**config.mk**
```make
export PLATFORM = sky130hd
export DESIGN_NAME = pll_supervisor
export DESIGN_NICKNAME = d
export VERILOG_FILES = /design/src/rtl/pll_supervisor.sv
export SDC_FILE = /design/constraint.sdc
export NUM_CORES = 1
export LEC_CHECK = 0
export CORE_UTILIZATION = 50
export CTS_CLUSTER_SIZE = 25
export DETAILED_ROUTE_END_ITERATION = 16
export PLACE_DENSITY = 0.74
export SLEW_MARGIN = 15
export SYNTH_ARGS = -nofsm -noshare
export SYNTH_HDL_FRONTEND = slang
export SYNTH_SLANG_ARGS = --single-unit
```
**constraint.sdc**
```tcl
create_clock -name clk -period 6.2 [get_ports clk]
set_input_delay 1.24 -clock clk [delete_from_list [all_inputs] [get_ports clk]]
set_output_delay 1.24 -clock clk [all_outputs]
set_load 0.005 [all_outputs]
```
**src/rtl/pll_supervisor.sv**
```systemverilog
// Lock supervisor for the pulse-engine PLL: sequences the PLL reset, qualifies lock, retries on timeout.
// Optional macro PLL_SUPERVISOR_RELOCK_RESET_EN: loss of lock in RUN re-resets the PLL instead of waiting for relock.
module pll_supervisor #(
    parameter int RST_CYCLES     = 16,
    parameter int LOCK_CYCLES    = 1024,
    parameter int TIMEOUT_CYCLES = 65536,
    parameter int MAX_RETRIES    = 7
) (
    input  logic       clk,
    input  logic       reset,
    input  logic       pll_lock,
    output logic       pll_resetb,
    output logic       sys_rst,
    output logic       ready,
    output logic       fault,
    output logic [2:0] retries
);

    localparam int MAX_RL  = (RST_CYCLES > LOCK_CYCLES) ? RST_CYCLES : LOCK_CYCLES;
    localparam int MAX_ALL = (MAX_RL > TIMEOUT_CYCLES) ? MAX_RL : TIMEOUT_CYCLES;
    localparam int CNT_MAX = MAX_ALL - 1;
    localparam int CW      = (CNT_MAX < 2) ? 1 : $clog2(CNT_MAX + 1);

    typedef enum logic [2:0] {
        HOLD      = 3'd0,
        WAIT_LOCK = 3'd1,
        SETTLE    = 3'd2,
        RUN       = 3'd3,
        FAULT     = 3'd4
    } state_t;

`ifdef PLL_SUPERVISOR_RELOCK_RESET_EN
    localparam state_t RUN_EXIT = HOLD;
`else
    localparam state_t RUN_EXIT = WAIT_LOCK;
`endif

    state_t        state_q, state_d;
    logic [CW-1:0] cnt_q, cnt_d;
    logic [2:0]    retries_q, retries_d;
    logic          sync1_q, lock_s_q;
    logic          pll_resetb_q, pll_resetb_d;
    logic          sys_rst_q, sys_rst_d;
    logic          ready_q, ready_d;
    logic          fault_q, fault_d;

    always_comb begin
        state_d   = state_q;
        retries_d = retries_q;
        case (state_q)
            HOLD: begin
                if (cnt_q == CW'(RST_CYCLES - 1)) state_d = WAIT_LOCK;
            end
            WAIT_LOCK: begin
                // Lock takes priority over a coincident timeout.
                if (lock_s_q) begin
                    state_d = SETTLE;
                end else if (cnt_q == CW'(TIMEOUT_CYCLES - 1)) begin
                    if (retries_q == 3'(MAX_RETRIES)) begin
                        state_d = FAULT;
                    end else begin
                        state_d   = HOLD;
                        retries_d = retries_q + 3'd1;
                    end
                end
            end
            SETTLE: begin
                if (!lock_s_q) begin
                    state_d = WAIT_LOCK;
                end else if (cnt_q == CW'(LOCK_CYCLES - 1)) begin
                    state_d   = RUN;
                    retries_d = 3'd0;
                end
            end
            RUN: begin
                if (!lock_s_q) state_d = RUN_EXIT;
            end
            FAULT: state_d = FAULT;
            default: state_d = HOLD;
        endcase

        // Counter restarts on every state change and saturates rather than wrapping.
        if (state_d != state_q)
            cnt_d = '0;
        else if (cnt_q == CW'(CNT_MAX))
            cnt_d = cnt_q;
        else
            cnt_d = cnt_q + 1'b1;

        pll_resetb_d = !((state_d == HOLD) || (state_d == FAULT));
        sys_rst_d    = (state_d != RUN);
        ready_d      = (state_d == RUN);
        fault_d      = (state_d == FAULT);
    end

    always_ff @(posedge clk or posedge reset) begin
        if (reset) begin
            sync1_q      <= 1'b0;
            lock_s_q     <= 1'b0;
            state_q      <= HOLD;
            cnt_q        <= '0;
            retries_q    <= 3'd0;
            pll_resetb_q <= 1'b0;
            sys_rst_q    <= 1'b1;
            ready_q      <= 1'b0;
            fault_q      <= 1'b0;
        end else begin
            sync1_q      <= pll_lock;
            lock_s_q     <= sync1_q;
            state_q      <= state_d;
            cnt_q        <= cnt_d;
            retries_q    <= retries_d;
            pll_resetb_q <= pll_resetb_d;
            sys_rst_q    <= sys_rst_d;
            ready_q      <= ready_d;
            fault_q      <= fault_d;
        end
    end

    assign pll_resetb = pll_resetb_q;
    assign sys_rst    = sys_rst_q;
    assign ready      = ready_q;
    assign fault      = fault_q;
    assign retries    = retries_q;

endmodule
```
After elaboration in Yosys (flattened, before gate mapping)
Cells that the tools add are included.

storage, ports and cells
  register bits = 28
  input bits = 3
  output and inout port bits = 7
  logic and storage cells = 51

cells by class
  $add $sub $neg = 2
  equal/unequal tests = 18
  mux-type cells = 16
  reductions and logical operators = 6

operator list
  cell                                                    number
  2-to-1 mux 3 bit                                        12
  2-to-1 mux 16 bit                                       2
  adder 16 x 1 -> 16 bit (second input constant)          1
  equality test 16 x 10 -> 1 bit (second input constant)  1
  equality test 16 bit (second input constant)            1
  equality test 16 x 4 -> 1 bit (second input constant)   1
  one-hot mux 3 bit (5 select lines)                      1
  != test 2 bit (second input constant)                   6
  equality test 3 x 2 -> 1 bit (second input constant)    3
  equality test 3 bit (second input constant)             3
  zero test 3 bit                                         2
  one-hot mux 3 bit (2 select lines)                      1
  AND reduction 6 bit                                     1
  adder 3 x 1 -> 3 bit (second input constant)            1
  equality test 3 x 1 -> 1 bit (second input constant)    1
  != test 3 x 2 -> 1 bit (second input constant)          1
  != test 3 bit                                           1
  nonzero test 2 bit                                      1
  zero test 1 bit                                         1
  logical OR 1 bit                                        1

Depth between registers and ports, before layout
  word-level depth = 8
  depth in mapped cells = 7
  depth with buffers taken out = 7

Worst setup path after synthesis
Ideal clock, no wire load.

  kind = register to register
  start = register cnt_q[0]
  end = register retries_q[0] (netlist: retries[0])
  setup time = 0.121 ns
  arrival time = 1.865 ns
  data required time = 6.079 ns
  setup slack = 4.214 ns
  stages on the path, launching flop included = 8
  path buffers = 1
  period minus slack after synthesis = 1.986 ns
  path through = dfrtp_1 > ha_1 > nand3_2 > or4_1 > buf_6 > nor3_4 > a31oi_1 > o22a_1

between the ends
  word-level cells in the longest chain between the ends = 3
  elaborated cells between the ends (all ways) = 5
  classes of those cells = eq/ne (4); reduce/logical (1)

ends and longest elaborated chain
  element                                                                 line    RTL
  start, declared                                                         39      logic [CW-1:0] cnt_q, cnt_d;
  start signal, assigned                                                  111     cnt_q <= cnt_d;
  equality test 16 bit or equality test 16 x 10 -> 1 bit (tied branches)  58, 70
  != test 2 bit (no line)                                                 --
  AND reduction 6 bit (no line) *                                         --
  end signal, assigned                                                    112     retries_q <= retries_d;
  end, declared                                                           40      logic [2:0] retries_q, retries_d;

Every way passes the cells marked *; elsewhere a longest branch is shown, timed or not.
A chain may end at the register's enable or synchronous reset.

Final worst setup path
  start = register sys_rst_q (netlist: sys_rst)
  end = output sys_rst

RTL lines
  element                 line  RTL
  start, declared         43    logic sys_rst_q, sys_rst_d;
  start signal, assigned  114   sys_rst_q <= sys_rst_d;
  end, declared           13    output logic sys_rst,

No word-level cell between the ends.

==> metrics.md <==
| Metric | Value |
|---|---|
| Clock tree from TritonCTS | done |
| Worst-path maximum fanout | 1 |
| Critical Path Sink Type | primary output |
| Max Slew Vio Count | 0 |
| Hold path startpoint | sync1_q$_DFF_PP0_ |
| Finished Core Util | 0.581 |
| Portion of netlist area occupied by mux cells | 0.00673 |
| Setup Total Neg Slack | 0 ns |
| Outcome | complete, no violations |
| Total of hold buffers inserted after clock tree synthesis | 0 |
| Worst skew pair latency | 0.33 ns |
| Area of the core region | 2780 µm² |
| Boundary pin count | 10 |
| Part of the Yosys area used for sequential elements | 0.472 |
| Top post-synthesis cells by count | 27 x sky130_fd_sc_hd__dfrtp_1, 19 x sky130_fd_sc_hd__nor2_1, 8 x sky130_fd_sc_hd__xor2_1 |
| Distinct cells, synth | 45 |
| Ratio of total power to cell area | 280 nW/µm² |
| Post-Synth XOR/XNOR Area | 0.0706 |
| Total cell area at the placement stage | 1580 µm² |
| Max Clock Freq | 0.386 GHz |
| Endpoint of the worst hold path | lock_s_q$_DFF_PP0_ |
| Post-Synthesis Cell Area | 1490 µm² |
| Tot Pwr | 452 µW |
| Effective utilization at floorplan | 0.535 |
| Die span in y | 56.5 µm |
| Reported max-cap violation count | 0 |
| Maximum count of clock buffers along a single path | 2 |
| Antenna violations before repair | 0 |
| Chip Width | 56.5 µm |
| Detail-routed via count per cell | 5.97 |
| Most used DFF post-synth | sky130_fd_sc_hd__dfrtp_1 |
| Library cell with the highest instance count after synthesis | sky130_fd_sc_hd__dfrtp_1 |
| Vias in the first global route | 1,036 |
| Placer congestion estimate | 0.765 |
| Routed wire length | 2.68 mm |
| CTS H-Tree Depth | 1 |
| Cell-by-cell trace of the critical path | clkdlybuf4s50_1 |
| Area of all placed cells without fillers | 1620 µm² |
| Cells after Synth | 136 |
| Setup bufs post-CTS | 0 |
| Half-perimeter wire length of the detailed placement result | 1.88 mm |
| Adder-cell share of the synthesized area | 0.0252 |
| TritonCTS Sinks | 28 |
| Setup repair after global routing missed its margin | no |
| Detailed-route DRC error count | 0 |
| Startpoint of the worst register-to-register path | cnt_q[0]$_DFFE_PP0P_ |
| FFs w/ async S/R, synth | 1.00 |
| Die outline area | 3200 µm² |
| Net Count, Synth | 142 |
| Number of endpoints failing setup at the final stage | 0 |
| Cell depth of the worst flop-to-flop path | 6 |
| Kind of cell with the highest combined delay on the critical path | flip-flops |
| Final setup skew | 0.00704 ns |
| Share of final-layout standard cells stronger than drive strength 1 | 0.166 |
| Cell with the biggest individual delay on the critical path | sky130_fd_sc_hd__dfstp_2 |
| Slew of the pin with the lowest slew margin | 0.944 ns |
| Vias | 1,050 |
| Dominant cell type by area after synthesis | sky130_fd_sc_hd__dfrtp_1 |
| Cells resized by post-CTS repair | 0 |
| Top cell type's share of synthesized area | 0.454 |
| Simple-gate share of the synthesized area | 0.294 |
| Post-layout minimum cycle time | 2.59 ns |
| Static leakage power | 0.762 nW |
| Pre-CTS setup slack | 3.70 ns |
| Worst setup path category | register to primary output |
| Hold Fails Final Rpt | 0 |
| Site row count | 19 |
| Worst hold margin | 0.369 ns |
| Clock Tree Root | sky130_fd_sc_hd__clkbuf_4 |
| Port Buf Inserts | 9 |
| Data arrival time at the worst-slack endpoint | 1.35 ns |
| Layout fillers | 260 |
| Number of CTS-inserted buffers | 3 |
| Signed area change from the synthesized netlist to the final layout | 8.58% |
| Worst min-delay path category | register to register |
| Count of yosys warnings during synthesis | 0 |
| FF-to-FF End | retries[2]$_DFFE_PP0P_ |
| Total track usage | 0.188 |
| First-iteration detailed-routing DRC count | 21 |
| Global-route wire length before repair | 4.66 mm |
| Buffer and inverter count on the worst path | 1 |
| Number of cells in the design after placement | 172 |
| Largest family of logic cells by synthesized area | simple AND/OR/NAND/NOR gates |
| Diodes inserted | 0 |
| Count of cells along the worst hold path | 0 |
| Share of the synthesized area in compound gates (AO/OA/AOI/OAI) | 0.0984 |
| Average size of a mapped cell | 10.9 µm² |
| Register-to-register setup slack | 3.87 ns |
| Peak supply drop | 0.178 mV |
| Routed WL per cell | 15.2 µm |
| Clock transition at the registers of the reported paths | 0.14 ns |
| Synth area leaders | sky130_fd_sc_hd__dfrtp_1 45%, sky130_fd_sc_hd__nor2_1 4.8%, sky130_fd_sc_hd__xor2_1 4.7% |
| Final standard cell count with taps included and fillers excluded | 176 |
| Largest incremental delay on the critical path | 0.54 ns |
| Routed Antenna Nets | 0 |
| EDFF count, synth | 0 |
| GRT Residual Overflow | 0 |
| Worst Setup Slack, final | 3.61 ns |
| Worst rel slew slack | 0.367 |
| Required time of the critical path | 4.96 ns |
| Final #Nets | 152 |
| Startpoint type of the worst setup path | register |
| Total of flip-flops plus latches after synthesis | 28 |
| Fraction of the cycle the final worst path needs | 0.418 |
| Count of TritonRoute iterations in the first routing pass | 4 |
| Maximum number of pins on one net before global-route repair | 29 |
cells in the final DEF, fill, tap and decap left out, drive strengths merged:
cell and count:
a211oi 2, a21o 2, a21oi 1, a221oi 1, a311oi 1, a31oi 2
and2 3, and2b 2, and3 5, and3b 2, and4 3, clkbuf 4
clkdlybuf4s50 9, clkinv 1, dfrtp 27, dfstp 1, ha 3, inv 2
mux2i 1, nand2 7, nand3 5, nand4 8, nor2 19, nor3 5
nor4 4, o211a 1, o21a 1, o21ai 3, o22a 1, o22ai 1
o41ai 1, or3b 1, or4 2, or4b 1, or4bb 1, xnor2 4
xor2 8
kinds of logic (layout without fill, tap and decap cells):
logic type               Yosys count  in the layout
AND/OR/NAND/NOR                   68             68
flip-flops                        28             28
AO/OA/AOI/OAI                     17             17
XOR/XNOR                          12             12
buffers and inverters              7             16
adder cells (fa/ha/maj)            3              3
multiplexers                       1              1
state kept, by name, summed over array words and instances, names as in the netlist:
name / cells
pll_resetb: 1
retries: 3
lock_s_q: 1
ready: 1
fault: 1
sys_rst: 1
sync1_q: 1
state_q: 3
cnt_q: 16
worst max-delay path by stage:
stage	from	to	slack (ns)	cells after the start
floorplan	cnt_q[0]$_DFFE_PP0P_	retries[0]$_DFFE_PP0P_	4.21	7
global placement	reset	cnt_q[5]$_DFFE_PP0P_	3.74	2
detailed placement	reset	cnt_q[4]$_DFFE_PP0P_	3.70	2
CTS	sys_rst$_DFF_PP1_	sys_rst	3.60	1
global route	sys_rst$_DFF_PP1_	sys_rst	3.57	1
finish	sys_rst$_DFF_PP1_	sys_rst	3.61	1
power by group:
group / switching, mW / total [mW] / internal, mW
sequential: 0.0267 / 0.232 / 0.206
clock: 0.0514 / 0.0874 / 0.0360
combinational: 0.0809 / 0.133 / 0.0517
area by class of cell:
cell class                      instances  area, µm²  area share
Inverter                                3       11.3     0.00697
Timing Repair Buffer                    9       90.1      0.0558
Sequential cell                        28        702       0.435
Multi-Input combinational cell        101        737       0.456
Clock buffer                            4       36.3      0.0225
Tap cell                               31       38.8      0.0240
routing by layer:
layer | vias to the layer above | share of wire | global-route usage
li1 | 513 | - | -
met1 | 512 | 0.49 | 0.256
met2 | 21 | 0.47 | 0.301
met3 | 4 | 0.028 | 0.0207
met4 | 0 | 0.016 | 0.0836
met5 | - | 0 | 0
No activity file was read; power rests on OpenSTA's default activity.
